**src/rtl/control_pc_lut.sv**
```systemverilog
// control_pc_lut: combinational instruction decoder plus program counter with a 16-entry branch-target LUT.
// Optional macro CONTROL_PC_LUT_WRITE_EN makes the LUT writable through lut_we/lut_waddr/lut_wdata.
module control_pc_lut #(
    parameter int D = 12,
    parameter int A = 4,
    parameter int DONE_ADDR = 9
) (
    input  logic         clk,
    input  logic         reset,
    input  logic [8:0]   mach_code,
    input  logic         branch_flag,
`ifdef CONTROL_PC_LUT_WRITE_EN
    input  logic         lut_we,
    input  logic [3:0]   lut_waddr,
    input  logic [D-1:0] lut_wdata,
`endif
    output logic [D-1:0] prog_ctr,
    output logic [1:0]   InstType,
    output logic         BranchInst,
    output logic         MemRead,
    output logic         MemWrite,
    output logic         ALUSrc,
    output logic         RegWrite,
    output logic         isaddi,
    output logic         ismovr,
    output logic         MemtoReg,
    output logic [A-1:0] ALUOp,
    output logic         done
);

    localparam logic [4:0] OP_ADDI = 5'b00111;
    localparam logic [4:0] OP_MOVR = 5'b01000;
    localparam logic [4:0] OP_LW   = 5'b01001;
    localparam logic [4:0] OP_SW   = 5'b01010;
    localparam logic [4:0] OP_CMP  = 5'b01011;
    localparam logic [4:0] OP_BR   = 5'b01100;
    localparam logic [4:0] OP_JMP  = 5'b01101;
    localparam logic [4:0] OP_BRR  = 5'b01110;
    localparam logic [4:0] OP_HALT = 5'b01111;

    logic [4:0]   opcode;
    logic [3:0]   alu_op;
    logic [D-1:0] target;
    logic [D-1:0] next_pc;
    logic [D-1:0] brr_offset;
    logic         is_br, is_jmp, is_brr, is_halt;

    assign opcode     = mach_code[8:4];
    assign is_br      = opcode == OP_BR;
    assign is_jmp     = opcode == OP_JMP;
    assign is_brr     = opcode == OP_BRR;
    assign is_halt    = opcode == OP_HALT;
    assign brr_offset = {{(D-4){mach_code[3]}}, mach_code[3:0]};

    // Power-on table: entry k points at address k*8.
    function automatic logic [D-1:0] lut_default(input logic [3:0] k);
        return D'({k, 3'b000});
    endfunction

`ifdef CONTROL_PC_LUT_WRITE_EN
    logic [D-1:0] lut [16];

    // Writable target table; a read in the write cycle still sees the old entry.
    always_ff @(posedge clk or negedge reset) begin
        if (!reset) begin
            for (int i = 0; i < 16; i++) lut[i] <= lut_default(4'(i));
        end else if (lut_we) begin
            lut[lut_waddr] <= lut_wdata;
        end
    end

    assign target = lut[mach_code[3:0]];
`else
    assign target = lut_default(mach_code[3:0]);
`endif

    // Opcode decode; everything is held at zero while reset is asserted.
    always_comb begin
        {InstType, BranchInst, MemRead, MemWrite, ALUSrc, RegWrite, isaddi, ismovr, MemtoReg} = '0;
        alu_op = 4'b0000;
        if (opcode[4]) begin
            InstType = 2'b10;
            RegWrite = 1'b1;
        end else begin
            case (opcode)
                OP_ADDI: begin
                    isaddi   = 1'b1;
                    ALUSrc   = 1'b1;
                    RegWrite = 1'b1;
                end
                OP_MOVR: begin
                    ismovr   = 1'b1;
                    InstType = 2'b01;
                    RegWrite = 1'b1;
                    alu_op   = 4'b0111;
                end
                OP_LW: begin
                    MemRead  = 1'b1;
                    MemtoReg = 1'b1;
                    RegWrite = 1'b1;
                    alu_op   = 4'b1000;
                end
                OP_SW: begin
                    MemWrite = 1'b1;
                    alu_op   = 4'b1000;
                end
                OP_CMP:         alu_op = 4'b0001;
                OP_BR, OP_JMP:  BranchInst = 1'b1;
                OP_BRR, OP_HALT: ;
                default: begin
                    RegWrite = 1'b1;
                    alu_op   = opcode[3:0];
                end
            endcase
        end
        if (!reset) begin
            {InstType, BranchInst, MemRead, MemWrite, ALUSrc, RegWrite, isaddi, ismovr, MemtoReg} = '0;
            alu_op = 4'b0000;
        end
    end

    assign ALUOp = A'(alu_op);

    // Next-PC priority: halt, taken absolute branch, taken relative branch, sequential.
    always_comb begin
        next_pc = prog_ctr + D'(1);
        if (is_halt) next_pc = prog_ctr;
        else if ((is_br && branch_flag) || is_jmp) next_pc = target;
        else if (is_brr && branch_flag) next_pc = prog_ctr + brr_offset;
    end

    // Program counter; asynchronous reset overrides any pending branch.
    always_ff @(posedge clk or negedge reset) begin
        if (!reset) prog_ctr <= '0;
        else        prog_ctr <= next_pc;
    end

    assign done = reset && (prog_ctr == D'(DONE_ADDR) || is_halt);

endmodule

```
**config.mk**
```make
export PLATFORM = sky130hd
export DESIGN_NAME = control_pc_lut
export DESIGN_NICKNAME = d
export VERILOG_FILES = /design/src/rtl/control_pc_lut.sv
export SDC_FILE = /design/constraint.sdc
export NUM_CORES = 1
export LEC_CHECK = 0
export BUFFER_PORTS_ARGS = -buffer_cell sky130_fd_sc_hd__buf_2
export CAP_MARGIN = 10
export CORE_MARGIN = 2
export CORE_UTILIZATION = 50
export DETAILED_ROUTE_END_ITERATION = 16
export PLACE_DENSITY = 0.77
export SYNTH_ARGS = -nofsm -noshare
export SYNTH_HDL_FRONTEND = slang
export SYNTH_SLANG_ARGS = --single-unit
```
**constraint.sdc**
```tcl
create_clock -name clk -period 2.1 [get_ports clk]
set_clock_uncertainty 0.15 [all_clocks]
set_input_delay 0.105 -clock clk [delete_from_list [all_inputs] [get_ports clk]]
set_output_delay 0.105 -clock clk [all_outputs]
set_load 0.05 [all_outputs]
```
## Yosys cells after proc, flatten, opt, wreduce, memory -nomap -nowiden

Cells that the tools add are included.

| cells by class | value |
|---|---|
| add/subtract/negate cells | 2 |
| eq/ne operators | 10 |
| reduce and logical (&&, ||, !) cells | 9 |
| mux-type cells | 26 |

Operators with widths:

| kind | number |
|---|---|
| 5-bit by 4-bit == test with 1-bit output (second input constant) | 8 |
| 12-bit 2-to-1 mux | 2 |
| 1-bit 2-to-1 mux | 19 |
| 4-bit case mux with 4 select lines | 1 |
| 12-bit by 1-bit adder with 12-bit output (second input constant) | 1 |
| 12-bit adder | 1 |
| 12-bit by 4-bit == test with 1-bit output (second input constant) | 1 |
| 4-bit 2-to-1 mux | 2 |
| 6-bit OR reduction | 1 |
| 5-bit by 3-bit == test with 1-bit output (second input constant) | 1 |
| 5-bit OR reduction | 1 |
| 2-bit 2-to-1 mux | 2 |
| 2-bit OR reduction | 2 |
| 1-bit logical AND | 3 |
| 1-bit logical OR | 2 |

| storage, ports and cells | value |
|---|---|
| word-level logic and storage cells | 48 |
| register bits | 12 |
| bits of input ports | 12 |

## Longest topological paths before layout

Gate-level depths: netlist of run 1.

| logic depth | value |
|---|---|
| depth after elaboration | 5 |
| depth in mapped cells | 12 |
| depth with buffers taken out | 11 |

## Worst setup path before layout of run 1

OpenSTA, ideal clock, no wires.

| timing | value |
|---|---|
| path type | reg2out |
| start point | register prog_ctr[8] |
| end point | output done |
| buffers on the path | 0 |
| stages on the path, launching flop included | 5 |
| required time | 1.845 ns |
| data arrival time | 2.578 ns |
| setup slack | -0.733 ns |
| path through | dfrtp_1 > or3_1 > nor4b_1 > nand4b_1 > a21boi_0 |

| between the ends | value |
|---|---|
| longest elaborated chain between the ends | 3 |

Ends and longest elaborated chain:

| what | line | source |
|---|---|---|
| start: declaration | 17 | `output logic [D-1:0] prog_ctr,` |
| start signal: assignment | 135 | `else prog_ctr <= next_pc;` |
| 12-bit by 4-bit == test with 1-bit output | 138 | `assign done = reset && (prog_ctr == D'(DONE_ADDR) \|\| is_halt);` |
| 1-bit logical OR | 138 |  |
| 1-bit logical AND | 138 |  |
| end: declaration | 28 | `output logic done` |

No other way between the ends.

## Final worst setup path of run 1

| timing | value |
|---|---|
| start point | register prog_ctr[7] |
| end point | output done |

The elaborated chain is that of the path after synthesis.

==> results of run 1 <==
-- power by group --
group,switching (mW),total [mW],leakage (nW),internal (mW)
clock network,0.0936,0.199,0.0210,0.106
logic,0.836,1.34,0.725,0.509
registers,0.116,0.439,0.150,0.323
total,1.05,1.98,0.896,0.937
-- layout make-up --
type	instances	area (um^2)	share of cell area
clock buffer	4	36.3	0.0193
timing repair buffer	69	430	0.229
multi-input combinational	140	1040	0.554
inverter	7	31.3	0.0166
sequential	12	303	0.161
tap	30	37.5	0.0200
-- timing repair --
action | CTS | global route
hold buffers | 1 | 0
hold endpoints to repair | 12 | 0
setup buffers | 0 | 5
gates resized for setup | 4 | 12
setup endpoints to repair | 1 | 6
pin swaps | 4 | 11
-- layer usage --
layer | global-route usage | wire [um]
met4 | 0.0952 | 79
met3 | 0.0302 | 261
met5 | 0 | 0
met1 | 0.335 | 1800
met2 | 0.435 | 1970
-- cells in the mapped netlist, drive strengths merged, types with 2 or more instances --
| library cell | n |
|---|---|
| nor2 | 17 |
| nand2 | 15 |
| a21oi | 12 |
| dfrtp | 12 |
| buf | 11 |
| o21ai | 11 |
| inv | 6 |
| nand2b | 6 |
| nor3 | 6 |
| a31oi | 5 |
| nand3 | 5 |
| a21o | 4 |
| clkbuf | 4 |
| ha | 4 |
| nor4 | 4 |
| o22ai | 4 |
| a22oi | 3 |
| and2 | 3 |
| nand4 | 3 |
| o2bb2ai | 3 |
| or3 | 3 |
| xnor2 | 3 |
| nand3b | 2 |
| nand4b | 2 |
| nor4b | 2 |
| o21a | 2 |
| o31ai | 2 |
-- worst max-delay path: stages (launching register included) --
cell and delay, ns:
dfrtp_1 0.40, or3_4 0.42, nor4b_4 0.26, nand4b_1 0.13
a21boi_1 0.16, buf_4 0.21
-- logic make-up after synthesis --
group	after synthesis
fa+ha+maj	5
simple gates	74
flops	12
mux	1
compound gates	57
buf+inv	22
xor+xnor	3
-- how the worst max path moves through the flow --
stage / start / endpoint / slack, ns / cells after the start
3_3_place_gp: mach_code[4] / prog_ctr[10]$_DFFE_PN0P_ / -0.05 / 12
2_1_floorplan: prog_ctr[8]$_DFFE_PN0P_ / done / -0.37 / 4
3_5_place_dp: mach_code[4] / prog_ctr[8]$_DFFE_PN0P_ / -0.13 / 11
6_report: prog_ctr[7]$_DFFE_PN0P_ / done / -0.02 / 5
4_1_cts: prog_ctr[6]$_DFFE_PN0P_ / done / -0.04 / 5
5_1_grt: prog_ctr[7]$_DFFE_PN0P_ / done / -0.08 / 5
-- through the flow --
step | total power [mW] | hold WS (ns) | area [um^2] | util | TNS [ns]
2_1_floorplan | 1.24 | -0.341 | 1400 | - | -0.492
3_3_place_gp | 1.54 | -0.0618 | 1720 | 0.682 | -0.177
3_5_place_dp | 1.57 | -0.0612 | 1720 | 0.682 | -0.851
4_1_cts | 1.81 | 0.00565 | 1790 | 0.709 | -0.0421
5_1_grt | 2.10 | 0.0352 | 1880 | 0.745 | -0.194
6_report | 1.98 | 0.00694 | 1880 | 0.745 | -0.0328
==> out/qor.txt, run 1 <==
vias in the first global route = 1458
final setup fails = 2
final worst setup slack = -0.0236 ns
# DRC = 0
non-filler instance count after layout = 262
CTS Buf Count = 3
RR Endpoint = prog_ctr[6]$_DFFE_PN0P_
register with the most flip-flops = prog_ctr
Ant. Diodes = 0
Initial Utilization = 0.536
number of nets with antenna violations after routing = 0
Adder-Cell Fraction of Synth Area = 0.0519
post-synthesis xor/xnor area fraction = 0.0194
GPL Wtd Cong = 0.889
H-tree depth = 1
Synth warnings = 0
fin crit period = 2.12 ns
top flop regs = prog_ctr x12
Clock Pin Slew Worst Setup and Hold Paths = 0.09 ns
num rows = 18
top flip-flop cell by instance count after synthesis = dfrtp_1
later-pin clock latency in the skew report = 0.29 ns
largest family of logic cells by synthesized area = compound AO/OA/AOI/OAI gates
Tot GR Track Use = 0.257
Synth cell types = 54
maxcap violations = 0
most common cell after layout, fill and taps aside = buf_2
WS Path Type = reg2out
layout cells sized above 1 = 0.427
simple-gate share of the synthesized area = 0.300
initial antenna violation count = 0
flop2flop setup slack = -0.01 ns
nets = 250
Reg2Reg Depth = 7
Synth top area share = 0.222
Async SR Flop Fraction = 1.00
CTS tree = done
Starting DRT DRC Count = 81
Die Wd = 56.0 um
Worst Path Required = 1.85 ns
VDD IR-drop max = 0.970 mV
most frequent cells in the layout = buf_2 (36), buf_4 (31), nor2_1 (17)
Worst slew margin = 0.306
via count = 1546
Seq/Total Area, Yosys = 0.222
max reg flops = 12
Hold WC Path Type = in2reg
synthesized flop and latch total = 12
Fill cells = 205
multiplexer share of the synthesized area = 0.00833
max-slew violations = 0
Leak Pwr = 0.896 nW
Max Root-Sink Buffers = 2
Synth Area per Inst = 7.77 um^2
die extent in y = 56.0 um
pin count of the biggest net entering global routing = 17
synthesized area = 1350 um^2
GRT overflow = 0
Final Hold Fails = 0
# placed instances = 252
CP Max Fanout = 2
Post-synth EDFFs = 0
CP Data Arrival Time = 1.87 ns
first-pass GRT wire length = 6480 um
status = finished, violations left
Pre-antenna DRT Iters = 4
Clock Sinks = 12
Worst Max-Slew Pin Slew = 1.03 ns
critical path endpoint category = primary output
DRT Wirelength = 4110 um
PortBufs = 38
Boundary Pins = 39
failing checks = setup timing
WL/cell = 15.7 um
core box area = 2520 um^2
post-synthesis compound-gate area fraction = 0.307
largest cells by area after synthesis = dfrtp_1 (22%), nor2_1 (4.7%), a21oi_1 (4.4%), nand2_1 (4.2%), o21ai_0 (4.1%)
Worst Setup Start Kind = flip-flop
Die ar. = 3130 um^2
Hold EP = prog_ctr[5]$_DFFE_PN0P_
FMAX = 0.471 GHz
Vias/cell = 5.90
Clk Tree Root Cell = clkbuf_4
area leader, netlist = dfrtp_1
Mapped Cells = 174
dpl hpwl = 2900 um
PD cells = 1060 nW/um^2
area growth from synthesis to layout = 39.1%
RSZ-0062 raised after global routing = yes
post-synth net total = 191
pre-CTS setup slack = -0.129 ns
period utilization = 1.01
hold path start = mach_code[2]
hold path depth = 3
reg2reg start = prog_ctr[0]$_DFFE_PN0P_
No activity file was read; power rests on OpenSTA's default activity.
==> inputs of run 2 (changes only) <==
--- a/config.mk
+++ b/config.mk
@@ -5,12 +5,13 @@
 export SDC_FILE = /design/constraint.sdc
 export NUM_CORES = 1
 export LEC_CHECK = 0
+export ABC_AREA = 1
 export BUFFER_PORTS_ARGS = -buffer_cell sky130_fd_sc_hd__buf_2
 export CAP_MARGIN = 10
 export CORE_MARGIN = 2
 export CORE_UTILIZATION = 50
 export DETAILED_ROUTE_END_ITERATION = 16
-export PLACE_DENSITY = 0.77
+export PLACE_DENSITY = 0.78
 export SYNTH_ARGS = -nofsm -noshare
 export SYNTH_HDL_FRONTEND = slang
 export SYNTH_SLANG_ARGS = --single-unit
==> run 2 against run 1 <==
  * The flow still finishes with violations (setup timing)
  * Highest routed layer unchanged
  * Sequential share of layout area about the same
  * Hold slack better by 0.030 ns
  * Synthesized area down 3.9%
  * Clock power down 7%
  * Critical path type is now in2reg
  * Non-clock buffer count decreased by 5
  * Register-to-register slack worse by 0.04 ns
==> out/qor.txt, run 2 <==
CTS Buf Count = 3 (unchanged)
top flop regs = prog_ctr x12
most frequent cells in the layout = nand2_1 (47), buf_2 (36), inv_1 (27)
most frequent cell after synthesis = nand2_1
Net Sw Power = 1.11 mW (+6.1%)
Seq/Total Area, Yosys = 0.231 (+0.00899)
Vias/cell = 5.29 (-10%)
Boundary Pins = 39 (unchanged)
Buf+Inv Stages, Crit Path = 4 (+3)
status = finished, violations left
top post-synthesis cells by count = nand2_1 (52), inv_1 (31), nor2_1 (20), nand3_1 (19), dfrtp_1 (12)
Clock Sinks = 12 (unchanged)
final worst setup slack = -0.0784 ns (-0.0548 ns)
WS Path Type = in2reg
synthesized flop and latch total = 12 (unchanged)
cell mode on critical path = nand2_2
Initial Utilization = 0.524 (-0.0115)
GPL Wtd Cong = 0.912 (+2.6%)
Async SR Flop Fraction = 1.00 (unchanged)
initial antenna violation count = 0 (unchanged)
register with the most flip-flops = prog_ctr
Synth Area per Inst = 6.27 um^2 (-19%)
vias in the first global route = 1384 (-5.1%)
FMAX = 0.459 GHz (-2.5%)
DP Area = 1710 um^2 (-0.58%)
max-slew violations = 0 (unchanged)
CP max stage cell = fa_2
Clock Pin Slew Worst Setup and Hold Paths = 0.08 ns (about the same)
Final Hold Fails = 0 (unchanged)
fin crit period = 2.18 ns (+0.0548 ns)
nets = 289 (+16%)
Internal Power = 0.875 mW (-6.6%)
Synth warnings = 0 (unchanged)
Worst Path Required = 2.12 ns (+0.27 ns)
WL/cell = 12.8 um (-18%)
H-tree depth = 1 (unchanged)
Mapped Cells = 207 (+19%)
Leak Pwr = 1.02 nW (+14%)
Worst Setup Start Kind = primary input
VDD IR-drop max = 0.862 mV (-11%)
die extent in y = 55.0 um (-1.8%)
sequential power share = 0.241 (+0.020)
dpl hpwl = 2960 um (+2.2%)
crit-path cells = buf_12, inv_12, nand3_4, nor2_4, inv_2, or2_4, ha_4, fa_2, nand2_2, inv_2, or2_4, nand2_2, nand2_2, nand3_2, nand2_2, xor2_1, o21bai_1, nand2_1
CP delay by family, top = simple AND/OR/NAND/NOR gates
clock share of power = 0.093 (-0.007)
failing checks = setup timing
post-route setup TNS = -0.181 ns (-0.148 ns)
Tot GR Track Use = 0.282 (+0.0248)
Post-synth EDFFs = 0 (unchanged)
later-pin clock latency in the skew report = 0.27 ns (-0.02 ns)
number of nets with antenna violations after routing = 0 (unchanged)
layout cells sized above 1 = 0.395 (-0.0319)
Clk Tree Root Cell = clkbuf_4
Worst slew margin = 0.594 (+0.288)
DRT Wirelength = 3850 um (-6.3%)
maxcap violations = 0 (unchanged)
Die Wd = 55.0 um (-1.8%)
RSZ-0062 raised after global routing = yes
period utilization = 1.04 (+0.0261)
num rows = 18 (unchanged)
pin count of the biggest net entering global routing = 14 (-3)
switching part of the total = 0.559 (+0.0317)
synthesized area = 1300 um^2 (-3.9%)
Worst Max-Slew Pin Slew = 0.607 ns (-0.423 ns)
area leader, netlist = dfrtp_1
largest cells by area after synthesis = dfrtp_1 (23%), nand2_1 (15%), inv_1 (9.0%), nand3_1 (7.3%), nor2_1 (5.8%)
Synth top area share = 0.231 (+0.00899)
Starting DRT DRC Count = 31 (-62%)
most common cell after layout, fill and taps aside = nand2_1
Pre-antenna DRT Iters = 4 (unchanged)
Synth cell types = 37 (-31%)
GRT overflow = 0 (unchanged)
Hold WC Path Type = in2reg
Comb pwr share = 0.666 (-0.012)
PD cells = 1060 nW/um^2 (+0.65%)
CP Max Fanout = 3 (+1)
Worst path max stage delay = 0.36 ns (-0.06 ns)
PortBufs = 38 (unchanged)
area growth from synthesis to layout = 43.9%
CP Data Arrival Time = 2.19 ns (+0.32 ns)
Ant. Diodes = 0 (unchanged)
top flip-flop cell by instance count after synthesis = dfrtp_1
# DRC = 0 (unchanged)
critical path endpoint category = flip-flop
first-pass GRT wire length = 6100 um (-5.9%)
max reg flops = 12 (unchanged)
Die ar. = 3020 um^2 (-3.6%)
post-synth net total = 224 (+17%)
CTS tree = done
design area = 1870 um^2 (-0.53%)
core box area = 2480 um^2 (-1.8%)
Max Root-Sink Buffers = 2 (unchanged)
via count = 1593 (+3.0%)
final setup fails = 3 (+1)
-- run 2: cell count changes in the layout (fill, tap and decap cells not counted), sizes merged, moves of 4 or more --
cell | before | now
a21o | 4 | 0
nor2 | 17 | 23
buf | 67 | 62
nand2 | 15 | 60
nand2b | 6 | 0
inv | 6 | 33
a21oi | 12 | 7
nand3 | 5 | 23
-- run 2: stage by stage --
step | power, mW | instances | hold WS (ns) | util | worst slack [ns]
floorplan | 1.36 | 207 | -0.341 | - | -0.236
global placement | 1.70 | 291 | -0.0818 | 0.690 | -0.406
detailed placement | 1.73 | 291 | -0.0865 | 0.690 | -0.460
CTS | 1.95 | 301 | 0.0348 | 0.735 | -0.0993
global route | 2.13 | 301 | 0.0986 | 0.755 | -0.190
finish | 1.99 | 301 | 0.0371 | 0.755 | -0.0784
-- run 2: worst register-to-register path: stages (launching register included) --
cell and delay [ns]:
dfrtp_2 0.43, ha_4 0.17, fa_2 0.36, nand2_2 0.08, inv_2 0.04, or2_4 0.22
nand2_2 0.07, nand2_2 0.06, nand3_2 0.07, nand2_2 0.06, xor2_1 0.15, o21bai_1 0.13
nand2_1 0.06
-- run 2: kinds of logic after synthesis --
kind of cell | Yosys count | synth area share
adders and majority gates | 5 | 0.0540
DFF | 12 | 0.231
AOI/OAI and AO/OA | 30 | 0.135
xor gates and xnor gates | 3 | 0.0202
and+or+nand+nor | 118 | 0.433
buffers and inverters | 39 | 0.127
-- run 2: timing repair --
| action | 4_1_cts | 5_1_grt |
|---|---|---|
| pin swaps | 12 | 13 |
| resized for setup | 10 | 11 |
| setup buffers | 4 | 1 |
| hold buffers | 2 | 0 |
| hold endpoints to repair | 13 | 0 |
| endpoints found under the setup margin | 4 | 9 |
-- run 2: worst paths after layout --
path	from	endpoint	slack (ns)	cells past startpoint
hold / removal	mach_code[2]	prog_ctr[5]$_DFFE_PN0P_	0.04	5
min in group asynchronous	reset	prog_ctr[7]$_DFFE_PN0P_	0.15	3
max in group asynchronous	reset	prog_ctr[0]$_DFFE_PN0P_	1.46	3
setup / recovery	mach_code[4]	prog_ctr[6]$_DFFE_PN0P_	-0.08	18
setup reg to reg	prog_ctr[0]$_DFFE_PN0P_	prog_ctr[6]$_DFFE_PN0P_	-0.05	12
hold reg to reg	prog_ctr[11]$_DFFE_PN0P_	prog_ctr[11]$_DFFE_PN0P_	0.41	2
-- run 2: power by group through the flow --
stage,Combinational (mW),Sequential [mW],Clock (mW)
after CTS,1.29,0.473,0.187
final,1.32,0.478,0.185
after global placement,1.23,0.478,0
after floorplan,0.541,0.823,0
after global routing,1.44,0.494,0.194
after detailed placement,1.25,0.479,0
-- run 2: cell type report --
class	instances	area, um^2
Clock buffer	4	36.3
Fill cell	212	608
Inverter	35	149
Multi-Input combinational cell	156	930
Sequential cell	12	302
Tap cell	30	37.5
Timing Repair Buffer	64	415
-- run 2: layer usage --
| layer | share of wire | vias to the layer above | track usage |
|---|---|---|---|
| met5 | 0 | - | 0 |
| met4 | 0.0060 | 0 | 0.0447 |
| met3 | 0.064 | 4 | 0.0323 |
| met2 | 0.50 | 51 | 0.484 |
| met1 | 0.43 | 737 | 0.389 |
| li1 | - | 801 | - |
